**config.mk**
```make
export PLATFORM = sky130hd
export DESIGN_NAME = mem_arb
export DESIGN_NICKNAME = d
export VERILOG_FILES = /design/src/rtl/mem_arb.sv
export SDC_FILE = /design/constraint.sdc
export NUM_CORES = 1
export LEC_CHECK = 0
export BUFFER_PORTS_ARGS = -buffer_cell sky130_fd_sc_hd__buf_2
export CELL_PAD_IN_SITES_DETAIL_PLACEMENT = 1
export CELL_PAD_IN_SITES_GLOBAL_PLACEMENT = 2
export CORE_MARGIN = 3
export CORE_UTILIZATION = 11
export CTS_BUF_LIST = sky130_fd_sc_hd__clkbuf_8
export CTS_CLUSTER_SIZE = 16
export DETAILED_ROUTE_END_ITERATION = 8
export PLACE_DENSITY_LB_ADDON = 0.15
export SLEW_MARGIN = 0
export SYNTH_ARGS = -nofsm -noshare
export SYNTH_HDL_FRONTEND = slang
export SYNTH_SLANG_ARGS = --single-unit
```
**constraint.sdc**
```tcl
create_clock -name clk -period 1.75 [get_ports clk]
set_input_delay 0.2625 -clock clk [delete_from_list [all_inputs] [get_ports clk]]
set_output_delay 0.2625 -clock clk [all_outputs]
set_load 0.01 [all_outputs]
```
**src/rtl/mem_arb.sv**
```systemverilog
// Two-requester memory arbiter: fetch and data ports share one read slot and
// one write slot per cycle, round-robin on contention, fixed 2-cycle read return.
module mem_arb (
  input  logic        clk,
  input  logic        reset,
  input  logic        f_req,
  input  logic [15:1] f_addr,
  input  logic        f_flush,
  output logic        f_gnt,
  output logic        f_valid,
  output logic [15:0] f_data,
  input  logic        d_req,
  input  logic        d_we,
  input  logic [15:1] d_addr,
  input  logic [15:0] d_wdata,
  output logic        d_gnt,
  output logic        d_valid,
  output logic [15:0] d_data,
  output logic [15:1] m_raddr,
  input  logic [15:0] m_rdata,
  output logic        m_wen,
  output logic [15:1] m_waddr,
  output logic [15:0] m_wdata
);

  localparam int   STAGES = 2;
  localparam logic OWN_F  = 1'b0;
  localparam logic OWN_D  = 1'b1;

  logic              last_d;
  logic [STAGES:1]   vld_pipe;
  logic [STAGES:1]   own_pipe;
  logic              d_rd_gnt;
  logic              rd_gnt;

  // On contention the requester that did not win last time gets the slot.
  always_comb begin
    f_gnt = 1'b0;
    d_gnt = 1'b0;
    if (!reset) begin
      if (f_req && d_req) begin
        f_gnt = last_d;
        d_gnt = !last_d;
      end else begin
        f_gnt = f_req;
        d_gnt = d_req;
      end
    end
  end

  always_comb begin
    d_rd_gnt = d_gnt & !d_we;
    rd_gnt   = f_gnt | d_rd_gnt;
    m_raddr  = d_rd_gnt ? d_addr : f_addr;
    m_wen    = d_gnt & d_we;
    m_waddr  = d_addr;
    m_wdata  = d_wdata;
  end

  // Flush kills fetch entries already in flight and the fetch granted now.
  always_ff @(posedge clk) begin
    if (reset) begin
      last_d   <= OWN_D;
      vld_pipe <= '0;
      own_pipe <= '0;
    end else begin
      if (f_gnt || d_gnt)
        last_d <= d_gnt;
      vld_pipe[1] <= rd_gnt & !(f_flush & f_gnt);
      own_pipe[1] <= d_rd_gnt ? OWN_D : OWN_F;
      vld_pipe[2] <= vld_pipe[1] & !(f_flush & (own_pipe[1] == OWN_F));
      own_pipe[2] <= own_pipe[1];
    end
  end

  always_comb begin
    f_valid = !reset & vld_pipe[STAGES] & (own_pipe[STAGES] == OWN_F);
    d_valid = !reset & vld_pipe[STAGES] & (own_pipe[STAGES] == OWN_D);
    f_data  = f_valid ? m_rdata : 16'h0000;
    d_data  = d_valid ? m_rdata : 16'h0000;
  end

endmodule

```
==> impl_metrics.tcl, run 1 <==
set metrics [dict create \
    start_util_pct 11.5 \
    fmax_mhz 542 \
    drv_slew 0 \
    crit_fanout 16 \
    slew-limit-headroom_pct 88.5 \
    io-pin-count 151 \
    detail_route.wl_per_cell_um 10.3 \
    initialDrtViolationCount 2 \
    ant_nets 0 \
    leakagePower_nw 0.878 \
    grt_use_total_pct 5.75 \
    final.period_utilization_pct 105 \
    tritoncts.num_buffers 3 \
    failed_checks "setup timing" \
    tritoncts_clock_tree "yes" \
    die_h_um 96.6 \
    status "finished, violations left" \
    netlist-cell-type-count 21 \
    post_route_cells_drive_above_1_share_pct 73.8 \
    worst_clock_skew_ns 0.000525 \
    yosysSeqAreaShare_pct 11.1 \
    antenna_cells_inserted 0 \
    ctsHtreeMaxLevel 1 \
    placed_cell_area_mm2 0.00140 \
    cp_data_arrival_time_ns 1.58 \
    ys.warnings.count 0 \
    final_gp_congestion 0.608 \
    hold_class "in -> reg" \
    post-route-cell-area_mm2 0.00152 \
    syn-num-nets 173 \
    maximum_number_of_pins_on_one_net_before_global_route_repair 18 \
    worst-endpoint-required_ns 1.49 \
    floorplan.die_area_mm2 0.00932 \
    netlist_instances 105 \
    detailedPlacementHpwl_mm 2.67 \
    syn_area_um2 902 \
    irDropWorstVdd_mv 0.137 \
    area_growth_from_synthesis_to_layout_pct 68.5 \
    buffer_ports.inserted 118 \
    tightestPinTransition_ns 0.172 \
    ys_seq_elements 5 \
    instances_no_fill 297 \
    grt-ovfl-total 0 \
    final.setup.tns_ns -1.01 \
    critPathCaptureType "output pin" \
    tritoncts_num_sinks 5 \
    power_density_mw_per_mm2 366 \
    insertion_delay_ns 0.22 \
    drt_pre_antenna_iters 2 \
    vias_per_cell 3.40 \
    placement_rows 32 \
    clk_root_buffer_cell "sky130_fd_sc_hd__clkbuf_8" \
    routed-via-count 1009 \
    grt_first_pass_wirelength_mm 4.23 \
    criticalPathCategory "reg -> out" \
    final.fill_count 984 \
    min_period_ns 1.85 \
    chipWidth_um 96.6 \
    fin_nets 264 \
    report.final.hold_viol_count 0 \
    drt_wl_total_mm 3.07 \
    first_global_vias 957 \
    antenna_found_initial 0 \
    worstSetupStartpointType "register" \
    max-cap-violations 0 \
    number_of_placed_instances_with_taps_included 293 \
    coreArea_mm2 0.00785 \
    setup_viol 15 \
    syn_avg_cell_area_um2 8.59 \
    grt_setup_unrepaired "yes" \
    drt_drc_violations_left 0 \
    finalWorstSetupSlack_ns -0.0956 \
    cts.reportedPaths.clkPinSlew_ns 0.03 \
    cts_max_path_buffers 2 \
]
synth_stat cells (all sizes together):
| cell | instances | share of area [%] |
|---|---|---|
| inv | 1 | 0.42 |
| and2 | 33 | 23 |
| nand2 | 1 | 0.42 |
| nor2b | 3 | 2.1 |
| clkbuf | 1 | 0.42 |
| buf | 35 | 30 |
| nor3 | 2 | 2.4 |
| nand2b | 1 | 0.69 |
| mux2 | 15 | 22 |
| o21ai | 1 | 0.55 |
| and3b | 1 | 0.97 |
| nor3b | 2 | 2.2 |
| a21bo | 1 | 1.8 |
| dfxtp | 5 | 11 |
| nor2 | 2 | 0.83 |
| o32a | 1 | 1.1 |
logic make-up after synthesis:
logic type | count (synthesis) | share of synthesized area [%]
multiplexers | 15 | 22.5
AND/OR/NAND/NOR | 45 | 32.5
buffers and inverters | 37 | 30.5
flip-flops | 5 | 11.1
AO/OA/AOI/OAI | 3 | 3.47
state kept, by name (all words and copies together), names as in the netlist:
register and cells:
vld_pipe 2, last_d 1, own_pipe 2
power breakdown:
part | switching, mW | internal (mW) | leakage, nW | total (mW)
Combinational | 0.0938 | 0.138 | 0.811 | 0.232
Sequential | 0.00306 | 0.120 | 0.0407 | 0.123
Clock | 0.0516 | 0.150 | 0.0269 | 0.202
repair_timing:
item / CTS / global route
setup endpoints to repair: 15 / 15
hold buffers: 0 / 0
buffers inserted: 0 / 0
gates resized for setup: 12 / 1
per-stage QoR:
step / setup WS, ns / power, mW / util (%) / hold slack (ns)
finish: -0.0956 / 0.557 / 19.4 / 0.294
CTS: -0.105 / 0.568 / 19.3 / 0.300
global placement: 0.0644 / 0.340 / 17.9 / 0.451
global route: -0.175 / 0.600 / 19.4 / 0.344
floorplan: 0.180 / 0.280 / - / 0.400
detailed placement: 0.0560 / 0.337 / 17.9 / 0.457
worst max-delay path, stage by stage, from the launching register on:
cell	delay, ns
sky130_fd_sc_hd__dfxtp_2	0.33
sky130_fd_sc_hd__a21bo_4	0.22
sky130_fd_sc_hd__nor3_4	0.15
sky130_fd_sc_hd__buf_12	0.19
sky130_fd_sc_hd__mux2_2	0.34
sky130_fd_sc_hd__buf_2	0.14
layout make-up:
type | count | area, um2 | share of cell area (%)
clock buffers | 3 | 41.3 | 2.72
clock inverters | 1 | 3.75 | 0.247
flip-flops and latches | 5 | 101 | 6.67
well taps | 102 | 128 | 8.40
inverters | 1 | 3.75 | 0.247
repair buffers | 122 | 708 | 46.6
multi-input cells | 63 | 534 | 35.1
layer usage:
| layer | track usage (%) | wire [um] | up-vias |
|---|---|---|---|
| li1 | - | - | 483 |
| met1 | 6.22 | 1070 | 436 |
| met2 | 9.31 | 1410 | 84 |
| met3 | 3.33 | 570 | 6 |
| met4 | 2.10 | 21 | 0 |
| met5 | 0 | 0 | - |
placed cells by master, fill, tap and decap left out, drive strengths merged, types with 2 or more instances in the layout:
cell type and n:
mux2 15, and2 33, inv 2, nor3b 2, clkbuf 3, nor2 2, nor2b 3, dfxtp 5
nor3 2, buf 122
worst paths after layout:
check,startpoint,end,cells past startpoint,slack [ns]
max reg2reg,last_d,own_pipe[1],3,0.78
max,last_d,m_raddr[5],5,-0.1
min reg2reg,vld_pipe[1],vld_pipe[2],1,0.46
min,d_req,last_d,3,0.29
Note: power is estimated with default switching activity, not from simulation.
==> inputs of run 2 (changes only) <==
Settings changed: PLACE_DENSITY_LB_ADDON 0.15 to 0.1.
==> run 2 against run 1 <==
The run still ends with setup timing left; final cell count did not move; sequential cell count is the same; global-route usage rose by 0.23 points; first-iteration DRC count unchanged; die area is the same; fmax fell by 0.33%; worst hold slack gained 0.0057 ns; largest cell class unchanged.
==> impl_metrics.tcl, run 2 (synthesis gave the netlist of run 1 again) <==
set metrics [dict create \
    io-pin-count 151 \
    tritoncts.num_buffers 3 \
    max-cap-violations 0 \
    first_global_vias 1035 \
    floorplan.die_area_mm2 0.00932 \
    cts_max_path_buffers 2 \
    grt-ovfl-total 0 \
    routed-via-count 1020 \
    cts.repair.resized 13 \
    endpoint_of_the_most_critical_register_to_register_path "own_pipe[1]" \
    placement_rows 32 \
    drv_slew 0 \
    instances_no_fill 297 \
    hold_class "in -> reg" \
    cts_setup_buffers 0 \
    setup_slack_on_the_worst_flop_to_flop_path_ns 0.78 \
    worstSetupStartpointType "register" \
    criticalPathCategory "reg -> out" \
    fin_nets 264 \
    coreArea_mm2 0.00785 \
    status "finished, violations left" \
    maximum_number_of_pins_on_one_net_before_global_route_repair 18 \
    detailedPlacementHpwl_mm 2.81 \
    power_density_mw_per_mm2 372 \
    multi_input_gate_area_um2 534 \
    area_growth_from_synthesis_to_layout_pct 67.8 \
    ctsHtreeMaxLevel 1 \
    insertion_delay_ns 0.22 \
    buffer_ports.inserted 118 \
    finalWorstSetupSlack_ns -0.102 \
    leakagePower_nw 0.878 \
    grt_setup_unrepaired "yes" \
    drt_wl_total_mm 3.23 \
    endpoint "m_raddr[5]" \
    fmax_mhz 540 \
    cp_data_arrival_time_ns 1.59 \
    worst-endpoint-required_ns 1.49 \
    seq_area_um2 101 \
    timing.hold.worst_path_depth 3 \
    failed_checks "setup timing" \
    critPathCaptureType "output pin" \
    tritoncts_clock_tree "yes" \
    worstSetupStartpoint "last_d" \
    drt_pre_antenna_iters 3 \
    number_of_placed_instances_with_taps_included 293 \
    chipWidth_um 96.6 \
    final.setup.tns_ns -1.12 \
    biggestRegsByFlops "own_pipe: 2 flops, vld_pipe: 2 flops, last_d: 1 flops" \
    setup_viol 15 \
    slew-limit-headroom_pct 88.2 \
    final_common_cell "sky130_fd_sc_hd__buf_2" \
    vias_per_cell 3.43 \
    tritoncts_num_sinks 5 \
    clk_root_buffer_cell "sky130_fd_sc_hd__clkbuf_8" \
    report.final.hold_viol_count 0 \
    start_util_pct 11.5 \
    cts_hold_buf 0 \
    reg2regPathDepth 3 \
    antenna_found_initial 0 \
    post_route_cells_drive_above_1_share_pct 73.8 \
    grt_use_total_pct 5.98 \
    antenna_cells_inserted 0 \
    grt_first_pass_wirelength_mm 4.51 \
    final.fill_count 991 \
    tightestPinTransition_ns 0.177 \
    crit_fanout 16 \
    final_gp_congestion 0.653 \
    final.period_utilization_pct 106 \
    mostFrequentLayoutCells "sky130_fd_sc_hd__buf_2 (107), sky130_fd_sc_hd__and2_1 (33), sky130_fd_sc_hd__mux2_4 (11), sky130_fd_sc_hd__buf_6 (11)" \
    worst_clock_skew_ns 0.00204 \
    die_h_um 96.6 \
    detail_route.wl_per_cell_um 10.9 \
    cts.reportedPaths.clkPinSlew_ns 0.04 \
    critical_path.reg2reg.startpoint "last_d" \
    drt_drc_violations_left 0 \
    min_period_ns 1.85 \
    ant_nets 0 \
    irDropWorstVdd_mv 0.133 \
    initialDrtViolationCount 2 \
]
[run 2: cell counts in the layout (fill, tap and decap cells not counted)]
No cell type changed its count.
[run 2: layout make-up]
type	count	area share, %
sequential	5	6.69
clock inverter	1	0.248
multi-input combinational	63	35.3
inverter	1	0.248
clock buffer	3	2.73
timing repair buffer	122	46.4
tap	102	8.43
[run 2: report_power, final]
part / internal, mW / total [mW] / switching (mW)
clock: 0.150 / 0.204 / 0.0538
sequential: 0.120 / 0.123 / 0.00289
combinational: 0.140 / 0.237 / 0.0967
[run 2: per-layer routing]
metal  wire length [um]  GRT usage, %  vias to the layer above
li1                   -             -                      485
met1               1030          5.85                      446
met2               1660          11.1                       87
met3                508          2.32                        2
met4                 27          2.45                        0
met5                  0             0                        -
[run 2: worst min path at each step]
stage,endpoint,start
after floorplan,last_d,d_req
after global routing,last_d,d_req
after detailed placement,vld_pipe[2],vld_pipe[1]
after global placement,vld_pipe[2],vld_pipe[1]
final,last_d,d_req
after CTS,last_d,d_req
[run 2: stage by stage]
| stage | hold slack, ns | instance area [um2] | setup WS, ns | util, % | power (mW) |
|---|---|---|---|---|---|
| 2_1_floorplan | 0.400 | 902 | 0.180 | - | 0.280 |
| 3_3_place_gp | 0.449 | 1390 | 0.0627 | 17.7 | 0.336 |
| 3_5_place_dp | 0.455 | 1390 | 0.0473 | 17.7 | 0.338 |
| 4_1_cts | 0.301 | 1510 | -0.123 | 19.2 | 0.575 |
| 5_1_grt | 0.306 | 1510 | -0.159 | 19.3 | 0.607 |
| 6_report | 0.300 | 1510 | -0.102 | 19.3 | 0.564 |
[run 2: worst max-delay path, stage by stage (launching register included)]
cell and delay (ns):
sky130_fd_sc_hd__dfxtp_2 0.33, sky130_fd_sc_hd__a21bo_4 0.22, sky130_fd_sc_hd__nor3_4 0.15, sky130_fd_sc_hd__buf_12 0.19, sky130_fd_sc_hd__mux2_2 0.34, sky130_fd_sc_hd__buf_2 0.14
==> inputs of run 3 (changes only) <==
Settings changed: ABC_CLOCK_PERIOD_IN_PS set to 1650, CORE_UTILIZATION 11 to 10, PLACE_DENSITY set to 0.72, PLACE_DENSITY_LB_ADDON 0.1 to not set.
Clock period 1.75 ns to 1.65 ns, I/O delays scaled along.
==> run 3 against run 2 <==
The run still ends with setup timing left; sequential share of layout area decreased by 0.082 points; critical endpoint is now m_raddr[4]; largest power group unchanged; core utilization decreased by 1.8 points; via count increased by 1.2%; combinational power increased by 6%; critical path depth unchanged; die area increased by 9.4%; sequential cell count unchanged.
==> impl_metrics.tcl, run 3 (synthesis gave the netlist of run 1 again) <==
set metrics [dict create \
    max-cap-violations 0 \
    worst-endpoint-required_ns 1.40 \
    hold_path_end "last_d" \
    clk_root_buffer_cell "sky130_fd_sc_hd__clkbuf_8" \
    drt_wl_total_mm 2.99 \
    cts.reportedPaths.clkPinSlew_ns 0.03 \
    first_global_vias 1036 \
    detail_route.wl_per_cell_um 9.79 \
    worstPathCellList "a21bo_4, nor3_4, buf_12, mux2_2, buf_2" \
    grt_setup_unrepaired "yes" \
    mostFrequentLayoutCells "sky130_fd_sc_hd__buf_2 (109), sky130_fd_sc_hd__and2_1 (33), sky130_fd_sc_hd__mux2_4 (10)" \
    power_density_mw_per_mm2 391 \
    critPathCaptureType "output pin" \
    grt_use_total_pct 4.99 \
    tritoncts_clock_tree "yes" \
    ant_nets 0 \
    critical_path.reg2reg.startpoint "last_d" \
    failed_checks "setup timing" \
    buffer_ports.inserted 118 \
    multi_input_gate_area_um2 531 \
    cp_data_arrival_time_ns 1.58 \
    final.period_utilization_pct 111 \
    vias_per_cell 3.38 \
    finalCoreUtilization_pct 17.5 \
    tritoncts_num_sinks 5 \
    grt_first_pass_wirelength_mm 4.21 \
    cts_setup_buffers 0 \
    drv_slew 0 \
    crit_fanout 16 \
    hold_class "in -> reg" \
    reg2regPathDepth 3 \
    area_growth_from_synthesis_to_layout_pct 69.9 \
    cts_hold_buf 0 \
    coreArea_mm2 0.00876 \
    drt_drc_violations_left 0 \
    endpoint_of_the_most_critical_register_to_register_path "own_pipe[1]" \
    setup_viol 15 \
    fin_nets 266 \
    setup_slack_on_the_worst_flop_to_flop_path_ns 0.70 \
    finalWorstSetupSlack_ns -0.177 \
    tritoncts.num_buffers 3 \
    seq_area_um2 101 \
    leakagePower_nw 0.882 \
    slew-limit-headroom_pct 86.4 \
    irDropWorstVdd_mv 0.153 \
    drt_pre_antenna_iters 3 \
    final.fill_count 1089 \
    maximum_number_of_pins_on_one_net_before_global_route_repair 18 \
    chipWidth_um 101 \
    worstSetupStartpointType "register" \
    ctsHtreeMaxLevel 1 \
    cts_max_path_buffers 2 \
    final_common_cell "sky130_fd_sc_hd__buf_2" \
    timing.hold.worst_path_depth 3 \
    fmax_mhz 547 \
    tightestPinTransition_ns 0.204 \
    grt-ovfl-total 0 \
    floorplan.die_area_mm2 0.0102 \
    hp-start "d_req" \
    routed-via-count 1032 \
    post-layout-total-power_mw 0.600 \
    antenna_cells_inserted 0 \
    number_of_placed_instances_with_taps_included 301 \
    post_route_cells_drive_above_1_share_pct 74.1 \
    status "finished, violations left" \
    biggestRegsByFlops "own_pipe: 2 flops, vld_pipe: 2 flops, last_d: 1 flops" \
    die_h_um 101 \
    detailedPlacementHpwl_mm 2.64 \
    insertion_delay_ns 0.22 \
    peak_per_stage_delay_on_the_critical_path_ns 0.34 \
    criticalPathCategory "reg -> out" \
    report.final.hold_viol_count 0 \
    initialDrtViolationCount 3 \
    worst_clock_skew_ns 0.00272 \
    start_util_pct 10.3 \
    slowest_stage "sky130_fd_sc_hd__mux2_2" \
    antenna_found_initial 0 \
    instances_no_fill 305 \
    io-pin-count 151 \
    final_gp_congestion 0.682 \
    min_period_ns 1.83 \
    placement_rows 34 \
]
run 3: cell count changes in the layout (fill, tap and decap cells not counted):
| cell | before | now |
|---|---|---|
| sky130_fd_sc_hd__buf_6 | 11 | 9 |
| sky130_fd_sc_hd__buf_12 | 1 | 2 |
| sky130_fd_sc_hd__mux2_2 | 4 | 5 |
| sky130_fd_sc_hd__buf_4 | 3 | 4 |
| sky130_fd_sc_hd__buf_2 | 107 | 109 |
| sky130_fd_sc_hd__mux2_4 | 11 | 10 |
run 3: layer usage:
layer	GRT usage (%)	routed length, um	vias to the layer above
met2	9.72	1400	95
li1	-	-	487
met1	4.79	987	446
met4	2.35	23	0
met3	1.31	576	4
met5	0	0	-
run 3: metrics by stage:
stage          setup TNS, ns  cell area, um2  hold WS (ns)  worst slack [ns]
2_1_floorplan              0             902         0.385            0.0946
3_3_place_gp               0            1430         0.449           0.00530
3_5_place_dp         -0.0546            1430         0.460           -0.0149
4_1_cts                -2.48            1530         0.291            -0.194
5_1_grt                -3.03            1530         0.309            -0.231
6_report               -2.22            1530         0.292            -0.177
run 3: worst max-delay path by stage:
stage	startpoint	cells after the start	end
6_report	last_d	5	m_raddr[4]
5_1_grt	last_d	5	m_raddr[1]
4_1_cts	last_d	5	m_raddr[4]
3_5_place_dp	f_req	6	m_raddr[4]
3_3_place_gp	f_req	6	m_raddr[4]
2_1_floorplan	last_d	4	m_raddr[10]
run 3: repair_timing:
action                     CTS  global route
gates resized for setup     10             1
setup endpoints to repair   15            15
hold endpoints to repair     0             0
run 3: power breakdown:
group | internal, mW | leakage (nW) | switching (mW)
combinational | 0.147 | 0.814 | 0.104
clock | 0.159 | 0.0269 | 0.0598
sequential | 0.127 | 0.0407 | 0.00246
run 3: cell type report:
cell class              count  area share [%]
inverters                   1           0.245
flip-flops and latches      5            6.61
clock inverters             1           0.245
well taps                 108            8.82
multi-input cells          63            34.6
clock buffers               3            2.69
repair buffers            124            46.8
run 3: worst max-delay path, delay by kind of cell, from the launching register on:
kind	cells	cell delay [ns]
AO/OA/AOI/OAI	1	0.22
flip-flops	1	0.31
multiplexers	1	0.34
buffers and inverters	2	0.33
AND/OR/NAND/NOR	1	0.15
